$ cat config.mk
export PLATFORM = sky130hd
export DESIGN_NAME = traffic_light_ctrl
export DESIGN_NICKNAME = d
export VERILOG_FILES = /design/src/rtl/traffic_light_ctrl.sv
export SDC_FILE = /design/constraint.sdc
export NUM_CORES = 1
export LEC_CHECK = 0
export CORE_MARGIN = 1
export CORE_UTILIZATION = 45
export CTS_BUF_LIST = sky130_fd_sc_hd__clkbuf_4
export DETAILED_ROUTE_END_ITERATION = 10
export PLACE_DENSITY = 0.69
export SLEW_MARGIN = 20
export SYNTH_ARGS = -nofsm -noshare
export SYNTH_HDL_FRONTEND = slang
export SYNTH_SLANG_ARGS = --single-unit
$ cat constraint.sdc
create_clock -name clk -period 1.56 [get_ports clk]
set_input_delay 0.312 -clock clk [delete_from_list [all_inputs] [get_ports clk]]
set_output_delay 0.312 -clock clk [all_outputs]
set_load 0.02 [all_outputs]
$ cat src/rtl/traffic_light_ctrl.sv
// Round-robin traffic light controller with optional pedestrian request (TRAFFIC_PED_REQ_EN).
// Lamps are decoded from registered state; a state change shows on the next cycle.
// hold freezes state, counter and dir; a pedestrian request is still captured while held.
module traffic_light_ctrl #(
    parameter int NUM_DIR       = 2,
    parameter int CNT_W         = 8,
    parameter int INIT_CYC      = 16,
    parameter int GREEN_CYC     = 64,
    parameter int MIN_GREEN_CYC = 16,
    parameter int YELLOW_CYC    = 8,
    parameter int ALLRED_CYC    = 4,
    parameter int PED_CYC       = 32
) (
    input  logic               clk,
    input  logic               rst_n,
    input  logic               hold,
    input  logic               pass,
    output logic [NUM_DIR-1:0] R,
    output logic [NUM_DIR-1:0] G,
    output logic [NUM_DIR-1:0] Y,
    output logic               walk,
    output logic [1:0]         dir
);

    localparam logic [1:0] S_INIT   = 2'd0;
    localparam logic [1:0] S_GREEN  = 2'd1;
    localparam logic [1:0] S_YELLOW = 2'd2;
    localparam logic [1:0] S_ALLRED = 2'd3;

    localparam logic [CNT_W-1:0] INIT_LAST   = CNT_W'(INIT_CYC - 1);
    localparam logic [CNT_W-1:0] GREEN_LAST  = CNT_W'(GREEN_CYC - 1);
    localparam logic [CNT_W-1:0] MING_LAST   = CNT_W'(MIN_GREEN_CYC - 1);
    localparam logic [CNT_W-1:0] YELLOW_LAST = CNT_W'(YELLOW_CYC - 1);
    localparam logic [CNT_W-1:0] ALLRED_LAST = CNT_W'(ALLRED_CYC - 1);
    localparam logic [CNT_W-1:0] PED_LAST    = CNT_W'(PED_CYC - 1);
    localparam logic [1:0]       DIR_LAST    = 2'(NUM_DIR - 1);
    localparam logic [NUM_DIR-1:0] DIR_ONE   = NUM_DIR'(1);

    logic [1:0]       state;
    logic [1:0]       nxt_state;
    logic [CNT_W-1:0] cnt;
    logic             ped_pend;
    logic             change;

    always_comb begin
        nxt_state = state;
        case (state)
            S_INIT:   if (cnt == INIT_LAST) nxt_state = S_GREEN;
            S_GREEN:  if (cnt == GREEN_LAST || (ped_pend && cnt >= MING_LAST))
                          nxt_state = S_YELLOW;
            S_YELLOW: if (cnt == YELLOW_LAST) nxt_state = S_ALLRED;
            // >= keeps the counter from running away if PED_CYC < ALLRED_CYC
            default:  if (cnt >= (ped_pend ? PED_LAST : ALLRED_LAST)) nxt_state = S_GREEN;
        endcase
    end

    assign change = nxt_state != state;

    always_ff @(posedge clk or negedge rst_n) begin
        if (!rst_n) begin
            state <= S_INIT;
            cnt   <= '0;
            dir   <= 2'd0;
        end else if (!hold) begin
            state <= nxt_state;
            cnt   <= change ? '0 : cnt + 1'b1;
            if (change && state == S_ALLRED)
                dir <= (dir == DIR_LAST) ? 2'd0 : dir + 2'd1;
        end
    end

`ifdef TRAFFIC_PED_REQ_EN
    always_ff @(posedge clk or negedge rst_n) begin
        if (!rst_n)
            ped_pend <= 1'b0;
        else if (pass)
            ped_pend <= 1'b1;
        else if (!hold && change && state == S_ALLRED)
            ped_pend <= 1'b0;
    end
`else
    logic unused_pass;
    assign unused_pass = pass;
    assign ped_pend    = 1'b0;
`endif

    always_comb begin
        G = '0;
        Y = '0;
        if (state == S_GREEN)  G = DIR_ONE << dir;
        if (state == S_YELLOW) Y = DIR_ONE << dir;
    end

    assign R    = ~(G | Y);
    assign walk = (state == S_ALLRED) && ped_pend;

endmodule
==> impl_metrics.ini, run 1 <==
[critical_path]
cp_data_required_time_ns = 1.76
cp_max_fo = 3
worstPathArrival_ns = 1.91
worstSetupStartpointType = flip-flop
critPathCaptureType = flip-flop
crit_type = flip-flop to flip-flop

[logic_synthesis]
synth_flop_cell = dfrtp_1
syn_inst = 87
yosysWarnings = 0
synth-edff-count = 0
synth_compound_area_share_pct = 22.51
avgSynthCellArea_um2 = 8.816
async_reset_ff_share_pct = 100.0
synth.distinct_cells = 37
synth_top_family_by_area = simple AND/OR/NAND/NOR gates
synth-simple-area-share_pct = 28.38
synth_mux_area_share_pct = 0
syn_nets = 92
ys_ff_latch = 12
synth_area_um2 = 767.0
synthAdderAreaFrac_pct = 1.631
seq_area_frac_synth_pct = 39.15
synth_xor_area_share_pct = 2.284

[status]
status = finished, violations left
failed_checks = negative setup slack

[sta]
clock_skew_ns = 0.001145
worst_slack_ns = -0.1411
post-route-min-period_ns = 1.701
whs_ns = 0.3296
fin_crit_sh_pct = 109.0
max_freq_mhz = 587.8
slew_viol_final = 0
finalHoldViolCount = 0
rsz0062_at_grt = yes
fin_setup_tns_ns = -1.133
finalSetupViolations = 11

[power]
seq_power_share_pct = 42.1
switching_share_pct = 36.56
finalPower_mw = 1.075
p_int_uw = 682.1
power.share.clock_pct = 17.8
netSwitchingPower_uw = 393.2
power_leakage_nw = 0.5290
power_frac_comb_pct = 40.1
power.density_nw_per_um2 = 929.1
peakVddDrop_v = 0.0007092

[placement]
place_area_um2 = 988.4
gp_congestion = 0.8050
port_buffers = 10
hpwl_um = 1309
dp_slack_ns = -0.1786
dp_cells = 125

[floorplan]
ios = 13
start_util_pct = 49.76
die_x_um = 43.29
die_h_um = 43.29
coreArea_um2 = 1541
dieArea_um2 = 1874
rows = 14

[route]
wl_per_cell_um = 13.87
ant_nets = 0
dr.pass1.iters = 4
viasPerCell = 5.628
drc = 0
wl_um = 1900
drt-initial-drc-count = 22
num_vias = 771

[min_path]
min_path_type = primary input to async pin

[cells_and_area]
final_cell_area_um2 = 1157
final_core_util_pct = 75.08
drive_gt1_share_pct = 49.59
finalNetCount = 128
area_delta_synth_final_pct = 50.90
diodes = 0
finalNonFillerCells = 137

[clock_network]
numCtsBuffers = 3
cts_htree_levels = 1
ctsHoldBuffers = 0
cts-root-buf = clkbuf_4
numClockSinks = 12
clockBufferDepth = 2
clkTransAtPathRegs_ns = 0.07
insertion_delay_ns = 0.28
tritoncts = done

[global_routing]
gr-total-overflow = 0
grt_first_pass_wirelength_um = 3215
grt_max_degree = 13
antenna_found_initial = 0
track_usage_pct = 23.53
grt_pass1_vias = 718

[run]
cap_violations = 0
cell usage after synthesis, types with 2 or more instances:
cell type | instances | share of area (%)
a31oi_1 | 2 | 1.6
nand2b_1 | 4 | 3.3
o31ai_1 | 4 | 3.9
a21oi_1 | 5 | 3.3
o21ai_0 | 6 | 3.9
nor3_1 | 6 | 3.9
dfrtp_1 | 12 | 39
nor2_1 | 8 | 3.9
nand3_1 | 4 | 2.6
inv_1 | 2 | 0.98
and3_1 | 2 | 1.6
nand2_1 | 6 | 2.9
buf_4 | 2 | 2.0
flip-flops by register name, indices dropped and copies added (netlist names):
| register | cells |
|---|---|
| dir | 2 |
| cnt | 8 |
| state | 2 |
kinds of logic after synthesis:
family | count (synthesis)
AND/OR/NAND/NOR | 39
AO/OA/AOI/OAI | 25
adder cells (fa/ha/maj) | 1
flip-flops | 12
other | 1
XOR/XNOR | 2
buffers and inverters | 7
metal layers:
layer,part of all wire [%],GRT usage (%)
met4,1.1,9.091
met3,2.5,6.809
met5,0,0
met1,48,32.35
met2,49,34.63
power by group through the flow:
stage               combinational [mW]  sequential (mW)  clock, mW
floorplan                        0.198            0.455          0
global placement                 0.353            0.451          0
detailed placement               0.360            0.451          0
CTS                              0.401            0.450      0.193
global route                     0.472            0.465      0.211
finish                           0.431            0.453      0.192
worst max-delay path, stage by stage, from the launching register on:
cell and delay [ns]:
dfrtp_1 0.38, or4_4 0.56, o21ai_4 0.19, nand2_4 0.09, nor3b_4 0.26, xor2_1 0.16
layout by cell type, fill, tap and decap left out, types with 2 or more instances in the layout:
cell	n
a21oi_2	2
o21ai_1	4
nor2_1	6
nand3_1	3
o31ai_2	2
dlygate4sd2_1	2
clkbuf_4	3
o31ai_1	2
nor3_1	3
dfrtp_1	12
nor3_4	2
buf_4	27
nand2b_4	3
inv_1	2
buf_2	4
and3_1	2
nand2_1	6
a31oi_1	2
a21oi_1	3
nor2_2	2
clkdlybuf4s50_1	2
what timing repair did:
item / 4_1_cts / 5_1_grt
pin swaps: 6 / 7
resized for setup: 37 / 15
endpoints found under the setup margin: 19 / 17
cloned: 0 / 0
buffers inserted: 5 / 4
final timing paths:
path	from	end	slack, ns	depth (start not counted)
worst max-delay path	cnt[7]$_DFFE_PN0N_	dir[0]$_DFFE_PN0P_	-0.14	5
worst min-delay path	rst_n	cnt[7]$_DFFE_PN0N_	0.33	2
worst max register to register	cnt[7]$_DFFE_PN0N_	dir[0]$_DFFE_PN0P_	-0.14	5
worst min register to register	cnt[0]$_DFFE_PN0N_	cnt[0]$_DFFE_PN0N_	0.56	2
max in group asynchronous	rst_n	cnt[4]$_DFFE_PN0N_	1.07	2
min in group clk	cnt[0]$_DFFE_PN0N_	cnt[0]$_DFFE_PN0N_	0.56	2
final cells by class:
| class | instances | area, um2 |
|---|---|---|
| multi-input combinational | 68 | 535.5 |
| timing repair buffer | 36 | 271.5 |
| fill | 115 | 384.1 |
| clock buffer | 3 | 22.52 |
| inverter | 2 | 7.507 |
| sequential | 12 | 300.3 |
| tap | 16 | 20.02 |
(Power assumes the default switching activity.)
==> inputs of run 2 (changes only) <==
- CAP_MARGIN: not set -> 10
==> results of run 2 <==
Final layout, timing and power as in run 1 (identical DEF).
==> inputs of run 3 (changes only) <==
- CORE_ASPECT_RATIO: not set -> 1.2
==> run 3 against run 2 <==
Clock-buffer cell count unchanged. The run still ends with negative setup slack left. Highest routed layer unchanged. Largest cell class unchanged. Wire length increased by 5.9%. Via count grew 2.2%. Combinational power grew 14%. Final area down 0.65%. Sequential share of layout area grew 0.39 points. Worst hold slack improved by 0.011 ns. Core utilization up 0.56 points.
==> impl_metrics.ini, run 3 (same netlist as run 1, synthesis figures left out) <==
[clock_network]
clkTransAtPathRegs_ns = 0.07
cts-root-buf = clkbuf_4
cts_htree_levels = 1
insertion_delay_ns = 0.27
numClockSinks = 12
ctsHoldBuffers = 0
numCtsBuffers = 3
tritoncts = done
clockBufferDepth = 2

[route]
drt-initial-drc-count = 8
dr.pass1.iters = 4
wl_per_cell_um = 14.90
num_vias = 788
drc = 0
ant_nets = 0
wl_um = 2012
viasPerCell = 5.837

[floorplan]
die_h_um = 47.23
dieArea_um2 = 1874
ios = 13
start_util_pct = 50.45
die_x_um = 39.69
coreArea_um2 = 1520
rows = 15

[sta]
rsz0062_at_grt = yes
whs_ns = 0.3404
finalSetupViolations = 12
max_freq_mhz = 585.4
finalHoldViolCount = 0
fin_crit_sh_pct = 109.5
fin_setup_tns_ns = -1.019
worst_slack_ns = -0.1481
clock_skew_ns = 0.002394
post-route-min-period_ns = 1.708
slew_viol_final = 0

[power]
power.density_nw_per_um2 = 993.9
peakVddDrop_v = 0.0008076
power_leakage_nw = 0.4982

[critical_path]
cp_slowest_cell = or4_4
crit_type = flip-flop to flip-flop
worstSetupStartpointType = flip-flop
worstPathArrival_ns = 1.86
cp_max_fo = 3
crit_path_max_incr_delay_ns = 0.56
path_cells = or4_4, o21ai_4, buf_4, a21boi_0, o21ai_1, o31ai_2
critPathCaptureType = flip-flop
cp_data_required_time_ns = 1.72

[cells_and_area]
finalNonFillerCells = 135
finalNetCount = 125
mostFrequentLayoutCells = buf_4, dfrtp_1, nand2_1
layout_commonest_cell = buf_4
area_delta_synth_final_pct = 49.92
reg_top3 = cnt: 8 flops, dir: 2 flops, state: 2 flops
diodes = 0
regMostFlops = cnt
largest_reg_flops = 8
drive_gt1_share_pct = 51.69
final_cell_area_um2 = 1150
final_core_util_pct = 75.64

[global_routing]
gr-total-overflow = 0
track_usage_pct = 22.99
antenna_found_initial = 0
grt_first_pass_wirelength_um = 2863
grt_pass1_vias = 702
grt_max_degree = 13

[placement]
port_buffers = 10
gp_congestion = 0.8826
dp_cells = 127
hpwl_um = 1342
place_area_um2 = 997.2

[status]
failed_checks = negative setup slack
status = finished, violations left

[min_path]
min_path_type = primary input to async pin

[run]
cap_violations = 0
-- run 3: power breakdown --
group	total (mW)	switching, mW	internal, mW
logic	0.493	0.240	0.253
clock network	0.190	0.101	0.0894
registers	0.459	0.0752	0.384
total	1.14	0.416	0.726
-- run 3: per-stage QoR --
stage	setup slack (ns)	power, mW
3_3_place_gp	-0.1983	0.8018
4_1_cts	-0.1337	1.060
6_report	-0.1481	1.143
3_5_place_dp	-0.2309	0.8148
2_1_floorplan	-0.1149	0.6530
5_1_grt	-0.2232	1.208
-- run 3: path summary, 6_finish.rpt --
| path | start | to | slack, ns | cells past startpoint |
|---|---|---|---|---|
| max | cnt[7]$_DFFE_PN0N_ | cnt[6]$_DFFE_PN0N_ | -0.15 | 6 |
| min | rst_n | cnt[7]$_DFFE_PN0N_ | 0.34 | 2 |
| max reg2reg | cnt[7]$_DFFE_PN0N_ | cnt[6]$_DFFE_PN0N_ | -0.15 | 6 |
| min reg2reg | cnt[1]$_DFFE_PN0N_ | cnt[1]$_DFFE_PN0N_ | 0.53 | 2 |
| max in group asynchronous | rst_n | cnt[2]$_DFFE_PN0N_ | 1.05 | 2 |
| min in group clk | cnt[1]$_DFFE_PN0N_ | cnt[1]$_DFFE_PN0N_ | 0.53 | 2 |
-- run 3: what timing repair did --
action / 4_1_cts / 5_1_grt
endpoints found under the setup margin: 19 / 16
resized for setup: 33 / 23
setup buffers: 3 / 2
pin swaps: 13 / 4
-- run 3: final cells by class --
class	instances	area, um2
clock buffers	3	22.52
fillers	110	370.4
inverters	2	7.507
multi-input cells	68	543.0
flip-flops and latches	12	302.8
well taps	17	21.27
repair buffers	33	252.7
-- run 3: critical path: cells and delay by family (launching register included) --
family,cells,cell delay [ns]
compound gates,4,0.50
buf+inv,1,0.13
flops,1,0.39
simple gates,1,0.56
-- run 3: per-layer routing --
metal	GRT usage [%]	vias up	share of wire, %
met5	0	-	0
met4	10.34	0	2.2
met1	25.74	389	41
met3	2.844	6	2.8
li1	-	373	-
met2	42.30	20	54
